File: src/rtl/id_ex_pipe.sv
// ID/EX pipeline register with load-use hazard detection, write-back bypass
// into the decode operands, flush/bubble insertion and a saturating stall counter.
module id_ex_pipe (
  input  logic        clk,
  input  logic        rst,
  input  logic        id_valid,
  input  logic [4:0]  id_Ra,
  input  logic [4:0]  id_Rb,
  input  logic [4:0]  id_Rw,
  input  logic [31:0] id_busA,
  input  logic [31:0] id_busB,
  input  logic [31:0] id_imm,
  input  logic        id_RegWr,
  input  logic        id_MemRead,
  input  logic        id_MemWr,
  input  logic [3:0]  id_ALUctr,
  input  logic        wb_RegWr,
  input  logic [4:0]  wb_Rw,
  input  logic [31:0] wb_busW,
  input  logic        flush,
  output logic        stall,
  output logic        ex_valid,
  output logic        ex_RegWr,
  output logic        ex_MemRead,
  output logic        ex_MemWr,
  output logic [3:0]  ex_ALUctr,
  output logic [4:0]  ex_Ra,
  output logic [4:0]  ex_Rb,
  output logic [4:0]  ex_Rw,
  output logic [31:0] ex_A,
  output logic [31:0] ex_B,
  output logic [31:0] ex_imm,
  output logic [15:0] stall_cnt
);

  typedef struct packed {
    logic        valid;
    logic        reg_wr;
    logic        mem_read;
    logic        mem_wr;
    logic [3:0]  alu_ctr;
    logic [4:0]  ra;
    logic [4:0]  rb;
    logic [4:0]  rw;
    logic [31:0] a;
    logic [31:0] b;
    logic [31:0] imm;
  } ex_regs_t;

  ex_regs_t    ex_q, ex_d;
  logic [15:0] stall_cnt_q, stall_cnt_d;
  logic        hz;
  logic        bubble;
  logic [31:0] op_a, op_b;

  // A load in EX whose destination is read by the decode-slot instruction.
  always_comb begin
    hz = ex_q.valid && ex_q.mem_read && ex_q.reg_wr && (ex_q.rw != 5'd0) &&
         id_valid && ((ex_q.rw == id_Ra) || (ex_q.rw == id_Rb));
    stall  = hz && !flush && !rst;
    bubble = flush || hz;
  end

  // Register file writes this cycle are not yet visible on id_busA/B; r0 is never bypassed.
  always_comb begin
    op_a = id_busA;
    op_b = id_busB;
    if (wb_RegWr && (wb_Rw != 5'd0) && (wb_Rw == id_Ra)) op_a = wb_busW;
    if (wb_RegWr && (wb_Rw != 5'd0) && (wb_Rw == id_Rb)) op_b = wb_busW;
  end

  always_comb begin
    // NOTE: every always_comb output gets a default first so no path leaves it
    // unassigned; an unassigned path would infer a latch.
    ex_d        = '0;
    stall_cnt_d = stall_cnt_q;
    if (!bubble) begin
      ex_d.valid    = id_valid;
      ex_d.reg_wr   = id_valid && id_RegWr;
      ex_d.mem_read = id_valid && id_MemRead;
      ex_d.mem_wr   = id_valid && id_MemWr;
      ex_d.alu_ctr  = id_ALUctr;
      ex_d.ra       = id_Ra;
      ex_d.rb       = id_Rb;
      ex_d.rw       = id_Rw;
      ex_d.a        = op_a;
      ex_d.b        = op_b;
      ex_d.imm      = id_imm;
    end
    if (stall && (stall_cnt_q != 16'hFFFF)) stall_cnt_d = stall_cnt_q + 16'd1;
  end

  // NOTE: state registers use non-blocking assignments so every flop samples
  // its pre-edge inputs regardless of statement order.
  always_ff @(posedge clk) begin
    if (rst) begin
      ex_q        <= '0;
      stall_cnt_q <= '0;
    end else begin
      ex_q        <= ex_d;
      stall_cnt_q <= stall_cnt_d;
    end
  end

  assign ex_valid   = ex_q.valid;
  assign ex_RegWr   = ex_q.reg_wr;
  assign ex_MemRead = ex_q.mem_read;
  assign ex_MemWr   = ex_q.mem_wr;
  assign ex_ALUctr  = ex_q.alu_ctr;
  assign ex_Ra      = ex_q.ra;
  assign ex_Rb      = ex_q.rb;
  assign ex_Rw      = ex_q.rw;
  assign ex_A       = ex_q.a;
  assign ex_B       = ex_q.b;
  assign ex_imm     = ex_q.imm;
  assign stall_cnt  = stall_cnt_q;

endmodule

File: config.mk
export PLATFORM = sky130hd
export DESIGN_NAME = id_ex_pipe
export DESIGN_NICKNAME = d
export VERILOG_FILES = /design/src/rtl/id_ex_pipe.sv
export SDC_FILE = /design/constraint.sdc
export NUM_CORES = 1
export LEC_CHECK = 0
export ABC_AREA = 0
export CAP_MARGIN = 20
export CORE_MARGIN = 2
export CORE_UTILIZATION = 40
export DETAILED_ROUTE_END_ITERATION = 8
export PLACE_DENSITY = 0.86
export SLEW_MARGIN = 40
export SYNTH_ARGS = -nofsm -noshare
export SYNTH_HDL_FRONTEND = slang
export SYNTH_SLANG_ARGS = --single-unit
File: constraint.sdc
create_clock -name clk -period 3.4 [get_ports clk]
set_input_delay 0.68 -clock clk [delete_from_list [all_inputs] [get_ports clk]]
set_output_delay 0.68 -clock clk [all_outputs]
set_load 0.02 [all_outputs]
==> summary by stage, run 1 <==
Finish
The count of fill cells added during filler insertion is 859. Compared with the post-synthesis result, the final layout area differs by 76.88%. The proportion of layout cells with a drive suffix above 1 is 6.684%. In the final layout, the multi-input gates occupy 2076 µm². The total inserted antenna cells is 0. The sequential standard cell area is 2703 µm². The number of nets in the final layout is 926.

STA
The final worst-path cycle share is 87.19%. The worst clock skew on the final layout is 0.01300 ns. Adding up every negative setup slack in the final design gives 0 ns. For the finished layout, the period the worst path requires is 2.964 ns. Setup repair after global routing left no endpoint under its margin. At the pin with the least slew margin, the transition time is 0.7603 ns. The count of final hold-check violations came to 0.

Timing would allow up to 0.3373 GHz. The headroom to the max-slew limit is 48.85%. The final number of max-transition violations is 0.

The final setup violation count is 0.

Flow run
The total of max-cap violations is 0.

Floorplanning
The initialized floorplan defines 40 standard-cell rows. The die covers 13080 µm². In this run the standard cell core region covers 11960 µm². The width of the die is 114.4 µm. The vertical extent of the die is 114.4 µm. The total I/O pin count is 296. Once the floorplan was initialized, standard cells occupied 40.72% of the core.

Worst setup path
STA puts the critical path data required time at 2.72 ns. Data on the critical path arrives at its endpoint at 2.28 ns. The sort of element at the end of the critical path is an output pin. The highest fanout seen on the critical path is 3. STA classifies the critical path startpoint as an input port. The worst setup path is of the input port to output pin kind.

Global route
Entering global routing, the biggest net connects 65 pins. The global-route wire length before repair is 24290 µm. The number of global-route vias before repair was 4638.

The number of antenna violations at the first check in global routing is 0. The global-route congestion overflow total is 0. Across every metal layer, demand over resource in global routing totals 24.70%.

Synthesis
Synthesis produced a netlist whose cell count is 463. The number of distinct library cells after synthesis is 41. The main combinational cell family by area after synthesis is simple AND/OR/NAND/NOR gates. The net count after synthesis is 624.

Sequential elements use 55.48% of the synthesized area. The largest area contributor in the netlist is sky130_fd_sc_hd__dfxtp_1. Of the post-synthesis cell area, the dominant cell type holds 55.48%. For this run, the leading register cell type out of synthesis is sky130_fd_sc_hd__dfxtp_1. By count the netlist is led by sky130_fd_sc_hd__dfxtp_1, sky130_fd_sc_hd__nor2_1, sky130_fd_sc_hd__mux2i_1. Counting flops and latches in the post-synthesis netlist gives 135. The synthesized netlist devotes 0.2569% of its cell area to adder and majority cells. The combined area of all synthesized cells is 4871 µm². The yosys synthesis warning count is 0. Of the total synthesized cell area, the portion taken by XOR and XNOR cells is 3.596%. Ranked by total cell area, the synthesized netlist is headed by sky130_fd_sc_hd__dfxtp_1, sky130_fd_sc_hd__mux2i_1, sky130_fd_sc_hd__and2_1, sky130_fd_sc_hd__nor2_1, sky130_fd_sc_hd__xor2_1.

After synthesis, the mean cell area works out to 10.52 µm². The proportion of synthesized flip-flops having asynchronous set or reset is 0%. The multiplexer fraction of the synthesized cell area is 13.85%. After Yosys synthesis, and, or, nand and nor cells account for 19.42% of the synthesized area.

Counting flops with a built-in enable in the synthesized netlist gives 0. Summing the areas of all compound-gate instances in the mapped netlist gives 4.906% of the synthesized area. The cell with the most instances after synthesis is sky130_fd_sc_hd__dfxtp_1.

Min path
In this run the worst hold path is classified as flip-flop to flip-flop.

Clock tree
After clock tree synthesis, the clock-pin slew on the worst setup and hold paths is 0.05 ns. The number of clock sinks is 135. The number of clock buffers added by TritonCTS is 17.

The number of cells upsized or downsized after cts is 0. The number of buffers added to fix hold violations after cts is 0. At the later pin of the worst-skew pair, clock insertion delay measures 0.42 ns. The maximum level of the CTS H-tree is 4.

After clock tree synthesis, the setup repair step added 0 buffers. In this run the deepest clock path goes through 2 buffers. The TritonCTS clock tree is done.

The clock root buffer master is sky130_fd_sc_hd__clkbuf_16.

Placed design
At the end of routability-driven placement, the weighted congestion stood at 0.9025. The post-DP HPWL is 12480 µm. In this run the tool buffered the top-level ports with 295 buffer cells.

Drt
The initial detailed-routing violation count is 281. Dividing the detail-routed via count by the number of cells gives 4.917. For this run, the detailed router's first-pass iteration total came to 4.

After detailed routing, the total wire length is 16390 µm. The routed wire length per instance is 17.72 µm. In the routed design, unresolved DRC markers number 0. For this block, the via count after detailed routing is 4548. Once detail routing completed, the nets flagged for antenna violations numbered 0.

Power and ir drop
The cell leakage power is 3.173 nW. In this run the power density over the cells is 459.9 nW/µm². After layout, the design draws a total of 3.963 mW.

Across the VDD grid, the largest voltage drop is 363.3 µV.

Run status
The run finished with clean final reports.
## worst max-delay path: stages
cell and delay [ns]:
sky130_fd_sc_hd__clkdlybuf4s50_1 0.52, sky130_fd_sc_hd__xor2_1 0.22, sky130_fd_sc_hd__nor3_1 0.25, sky130_fd_sc_hd__a32oi_1 0.17, sky130_fd_sc_hd__nor2_1 0.18, sky130_fd_sc_hd__dlymetal6s2s_1 0.26
## placed cells by master (no fill, tap or decap), types with 7 or more instances in the layout
cell type,instances
sky130_fd_sc_hd__a21oi_1,9
sky130_fd_sc_hd__and2_1,52
sky130_fd_sc_hd__buf_4,9
sky130_fd_sc_hd__clkbuf_16,17
sky130_fd_sc_hd__clkdlybuf4s50_1,294
sky130_fd_sc_hd__dfxtp_1,135
sky130_fd_sc_hd__mux2i_1,64
sky130_fd_sc_hd__nand2_1,9
sky130_fd_sc_hd__nand3_1,7
sky130_fd_sc_hd__nor2_1,71
sky130_fd_sc_hd__o31ai_1,7
sky130_fd_sc_hd__or4_1,10
sky130_fd_sc_hd__xnor2_1,8
sky130_fd_sc_hd__xor2_1,12
## metrics by stage
stage | hold slack, ns | instances | utilization (%) | setup WS, ns | cell area, µm²
finish | 0.5127 | 925 | 72.03 | 0.4356 | 8616
global route | 0.5381 | 925 | 72.03 | 0.3337 | 8616
CTS | 0.5082 | 925 | 72.01 | 0.04891 | 8613
detailed placement | 0.5007 | 893 | 67.20 | 0.06489 | 8038
global placement | 0.4793 | 893 | 67.17 | 0.07828 | 8034
floorplan | 0.5555 | 463 | - | 1.054 | 4871
## sequential cells by signal, indices dropped and copies added (netlist names)
| name | flops |
|---|---|
| ex_Ra | 5 |
| ex_valid | 1 |
| ex_MemRead | 1 |
| ex_ALUctr | 4 |
| ex_MemWr | 1 |
| ex_A | 32 |
| stall_cnt | 16 |
| ex_B | 32 |
| ex_Rw | 5 |
| ex_imm | 32 |
| ex_RegWr | 1 |
| ex_Rb | 5 |
## path summary, 6_finish.rpt
kind                                                  from                         end  slack (ns)  cells after the start
worst max register to register         ex_Rw[1]$_SDFF_PP0_         ex_RegWr$_SDFF_PP0_        0.89                      5
worst min-delay path            stall_cnt[13]$_SDFFE_PP0P_  stall_cnt[13]$_SDFFE_PP0P_        0.51                      2
worst max-delay path                              id_Ra[4]                       stall        0.44                      6
worst min register to register  stall_cnt[13]$_SDFFE_PP0P_  stall_cnt[13]$_SDFFE_PP0P_        0.51                      2
## per-layer routing
metal / wire length [µm] / vias to the layer above / global-route usage, % / share of wire, %
met5: 0 / - / 0 / 0
met4: 586 / 0 / 13.66 / 3.6
met3: 1198 / 42 / 7.835 / 7.3
met2: 8284 / 214 / 42.82 / 51
met1: 6324 / 2112 / 26.72 / 39
li1: - / 2180 / - / -
## cell families (layout without fill, tap and decap cells)
| family | after synthesis | in the layout |
|---|---|---|
| xor gates and xnor gates | 20 | 20 |
| muxes | 67 | 67 |
| buffers and inverters | 27 | 342 |
| DFF | 135 | 135 |
| and+or+nand+nor | 178 | 178 |
| adders and majority gates | 1 | 1 |
| AOI/OAI and AO/OA | 35 | 35 |
## cell type report
cell class | instances | area share, %
clock buffer | 20 | 5.184
inverter | 4 | 0.1743
timing repair buffer | 306 | 35.55
tap | 147 | 2.135
clock inverter | 12 | 1.496
sequential | 135 | 31.37
multi-input combinational | 301 | 24.09
## where the power goes
| part | leakage, nW | total (mW) | switching (mW) | internal [mW] |
|---|---|---|---|---|
| logic | 1.79 | 0.540 | 0.223 | 0.317 |
| registers | 1.11 | 1.66 | 0.0183 | 1.64 |
| clock network | 0.276 | 1.76 | 0.670 | 1.09 |
| total | 3.17 | 3.96 | 0.911 | 3.05 |
No activity file was read; power rests on OpenSTA's default activity.
==> run 2, diff against run 1 <==
--- a/config.mk
+++ b/config.mk
@@ -8,9 +8,11 @@
 export ABC_AREA = 0
 export CAP_MARGIN = 20
 export CORE_MARGIN = 2
-export CORE_UTILIZATION = 40
+export CORE_UTILIZATION = 30
+export CTS_BUF_LIST = sky130_fd_sc_hd__clkbuf_8
 export DETAILED_ROUTE_END_ITERATION = 8
-export PLACE_DENSITY = 0.86
+export GPL_TIMING_DRIVEN = 0
+export PLACE_DENSITY = 0.67
 export SLEW_MARGIN = 40
 export SYNTH_ARGS = -nofsm -noshare
 export SYNTH_HDL_FRONTEND = slang
==> summary by stage, run 2 (synthesis results as in run 1) <==
Run status
The run finished with clean final reports.

Min path
The worst hold path belongs to the class flip-flop to flip-flop.

Worst setup path
Traced cell by cell, the critical path runs through clkdlybuf4s50_1 > xor2_1 > nor3_2 > a32oi_2 > nor2_1 > dlymetal6s2s_1. The arrival time at the worst endpoint is 2.33 ns. The worst setup path is launched from an input port. The worst-path cell with the longest stage delay is sky130_fd_sc_hd__clkdlybuf4s50_1. Of all nets on the critical path, the largest fanout is 7. The required arrival time at the worst endpoint is 2.72 ns. In this design, the stage delay of the slowest critical-path cell is 0.49 ns. The type of the worst setup path is input port to output pin.

The sort of element at the end of the critical path is an output pin.

STA
The routed design could run at a clock period as short as 3.008 ns. Dividing the final minimum period by the clock period gives 88.47%. The final setup violation count is 0. Setup repair after global routing left no endpoint under its margin. The worst hold slack is 0.5099 ns. Timing would allow up to 0.3324 GHz. The worst clock skew on the final layout is 0.009401 ns. The worst pin sits at a relative slew slack of 54.78%.

The count of final hold-check violations is 0. After layout, the worst setup slack is 0.3919 ns. The slew at the pin closest to its max-slew limit is 0.6727 ns. The final number of max-transition violations was 0.

Power and ir drop
The areal power density over the cells is 401.2 nW/µm². The cell leakage power is 3.093 nW. The highest ir drop seen on vdd is 179.5 µV.

Finish
The final non-filler cell total is 1005. The core utilization of the finished layout is 53.34%. The final layout contains 937 nets. The most common cell after layout, fill and taps aside is sky130_fd_sc_hd__clkdlybuf4s50_1. The area growth from synthesis to layout is 73.95%. In the final layout, the share of cells above drive strength 1 is 7.360%. The library cells used most frequently in the layout, excluding fill and tap cells, are sky130_fd_sc_hd__clkdlybuf4s50_1, sky130_fd_sc_hd__dfxtp_1, sky130_fd_sc_hd__nor2_1.

Clock tree
After clock tree synthesis, the flow added hold-fix buffers numbering 0. The tree built by TritonCTS fans out to 135 sinks. The TritonCTS clock tree is done. The number of buffers added by the clock tree synthesis step is 17. The buffers inserted during post-CTS setup optimization is 0. The H-tree was split into 4 levels. The maximum root-to-sink buffer count is 2.

The tree is rooted in a sky130_fd_sc_hd__clkbuf_8. The clock slew at the register clock pins of the worst setup and hold paths is 0.07 ns. The source-to-sink clock delay at the later pin of the worst-skew pair is 0.44 ns.

Flow run
The tool flagged a number of max-cap violations equal to 0.

Floorplanning
In this run the vertical extent of the chip is 131.4 µm. The total I/O pin count is 296. Measured along the x axis, the die boundary spans 131.4 µm. The core region is 15890 µm². The die footprint is 17270 µm². For this configuration, the core starts out at a cell density of 30.66%. The floorplan row count is 46.

Drt
The initial detailed-routing violation count is 207. In the final routed layout, each cell accounts on average for 17.02 µm. The count of antenna-violating nets left after detailed routing is 0. For this run, the detailed router's first-pass iteration total came to 4.

The total DRC errors in the routed layout is 0. The overall routed net length is 17110 µm. The detailed router placed 4531 vias in this run. The detail-routed via count per cell is 4.508.

Placed design
Timing analysis after detailed placement gives a worst setup slack of -0.1005 ns. The post-DP HPWL is 13660 µm. After detailed placement, the design holds a cell count of 973.

The congestion estimate from routability-driven global placement came to 0.9041. The count of buffers added on input and output ports is 294.

Global route
Entering global routing, the biggest net connects 17 pins. The number of global-route vias before repair is 4778. Global routing used 19.82% of the available tracks across all layers. The first global-routing pass estimated 26540 µm of wire. The global-route congestion overflow total is 0. The number of antenna violations at the first check in global routing is 0.
## run 2: through the flow
| step | power (mW) | TNS, ns | area [µm²] |
|---|---|---|---|
| 5_1_grt | 3.540 | 0 | 8471 |
| 3_5_place_dp | 2.226 | -0.1005 | 8084 |
| 2_1_floorplan | 1.876 | 0 | 4871 |
| 6_report | 3.400 | 0 | 8473 |
| 4_1_cts | 3.444 | 0 | 8459 |
| 3_3_place_gp | 2.216 | -0.03390 | 8084 |
## run 2: timing repair
item	4_1_cts	5_1_grt
pin swaps	0	0
gates cloned	0	0
setup endpoints to repair	1	1
hold endpoints to repair	0	0
resized for setup	3	1
## run 2: layout make-up
class | instances | area, µm²
fillers | 1446 | 7412
repair buffers | 294 | 2945
flip-flops and latches | 135 | 2703
multi-input cells | 301 | 2073
well taps | 216 | 270.3
clock buffers | 18 | 247.7
clock inverters | 13 | 110.1
plain buffers | 23 | 106.4
inverters | 4 | 15.01
diodes | 1 | 2.502
## run 2: final timing paths
kind | to | cells past startpoint | slack [ns] | start
setup / recovery | stall | 6 | 0.39 | id_Ra[4]
hold reg to reg | stall_cnt[14]$_SDFFE_PP0P_ | 2 | 0.51 | stall_cnt[14]$_SDFFE_PP0P_
hold / removal | stall_cnt[14]$_SDFFE_PP0P_ | 2 | 0.51 | stall_cnt[14]$_SDFFE_PP0P_
setup reg to reg | ex_A[10]$_SDFF_PP0_ | 5 | 1.04 | ex_Rw[1]$_SDFF_PP0_
## run 2: per-layer routing
layer	GRT usage, %	wire, µm	up-vias
met5	0	0	-
met4	7.065	291	0
met3	5.633	1127	22
met2	35.69	8842	207
met1	22.24	6848	2102
li1	-	-	2200
## run 2: report_power, final
part,switching (mW),internal [mW]
logic,0.223,0.312
registers,0.0179,1.64
clock network,0.621,0.588
## run 2: worst max-delay path: cells and delay by family
kind / cells / cell delay (ns)
and+or+nand+nor: 2 / 0.46
AOI/OAI and AO/OA: 1 / 0.23
buffers and inverters: 2 / 0.74
xor gates and xnor gates: 1 / 0.21
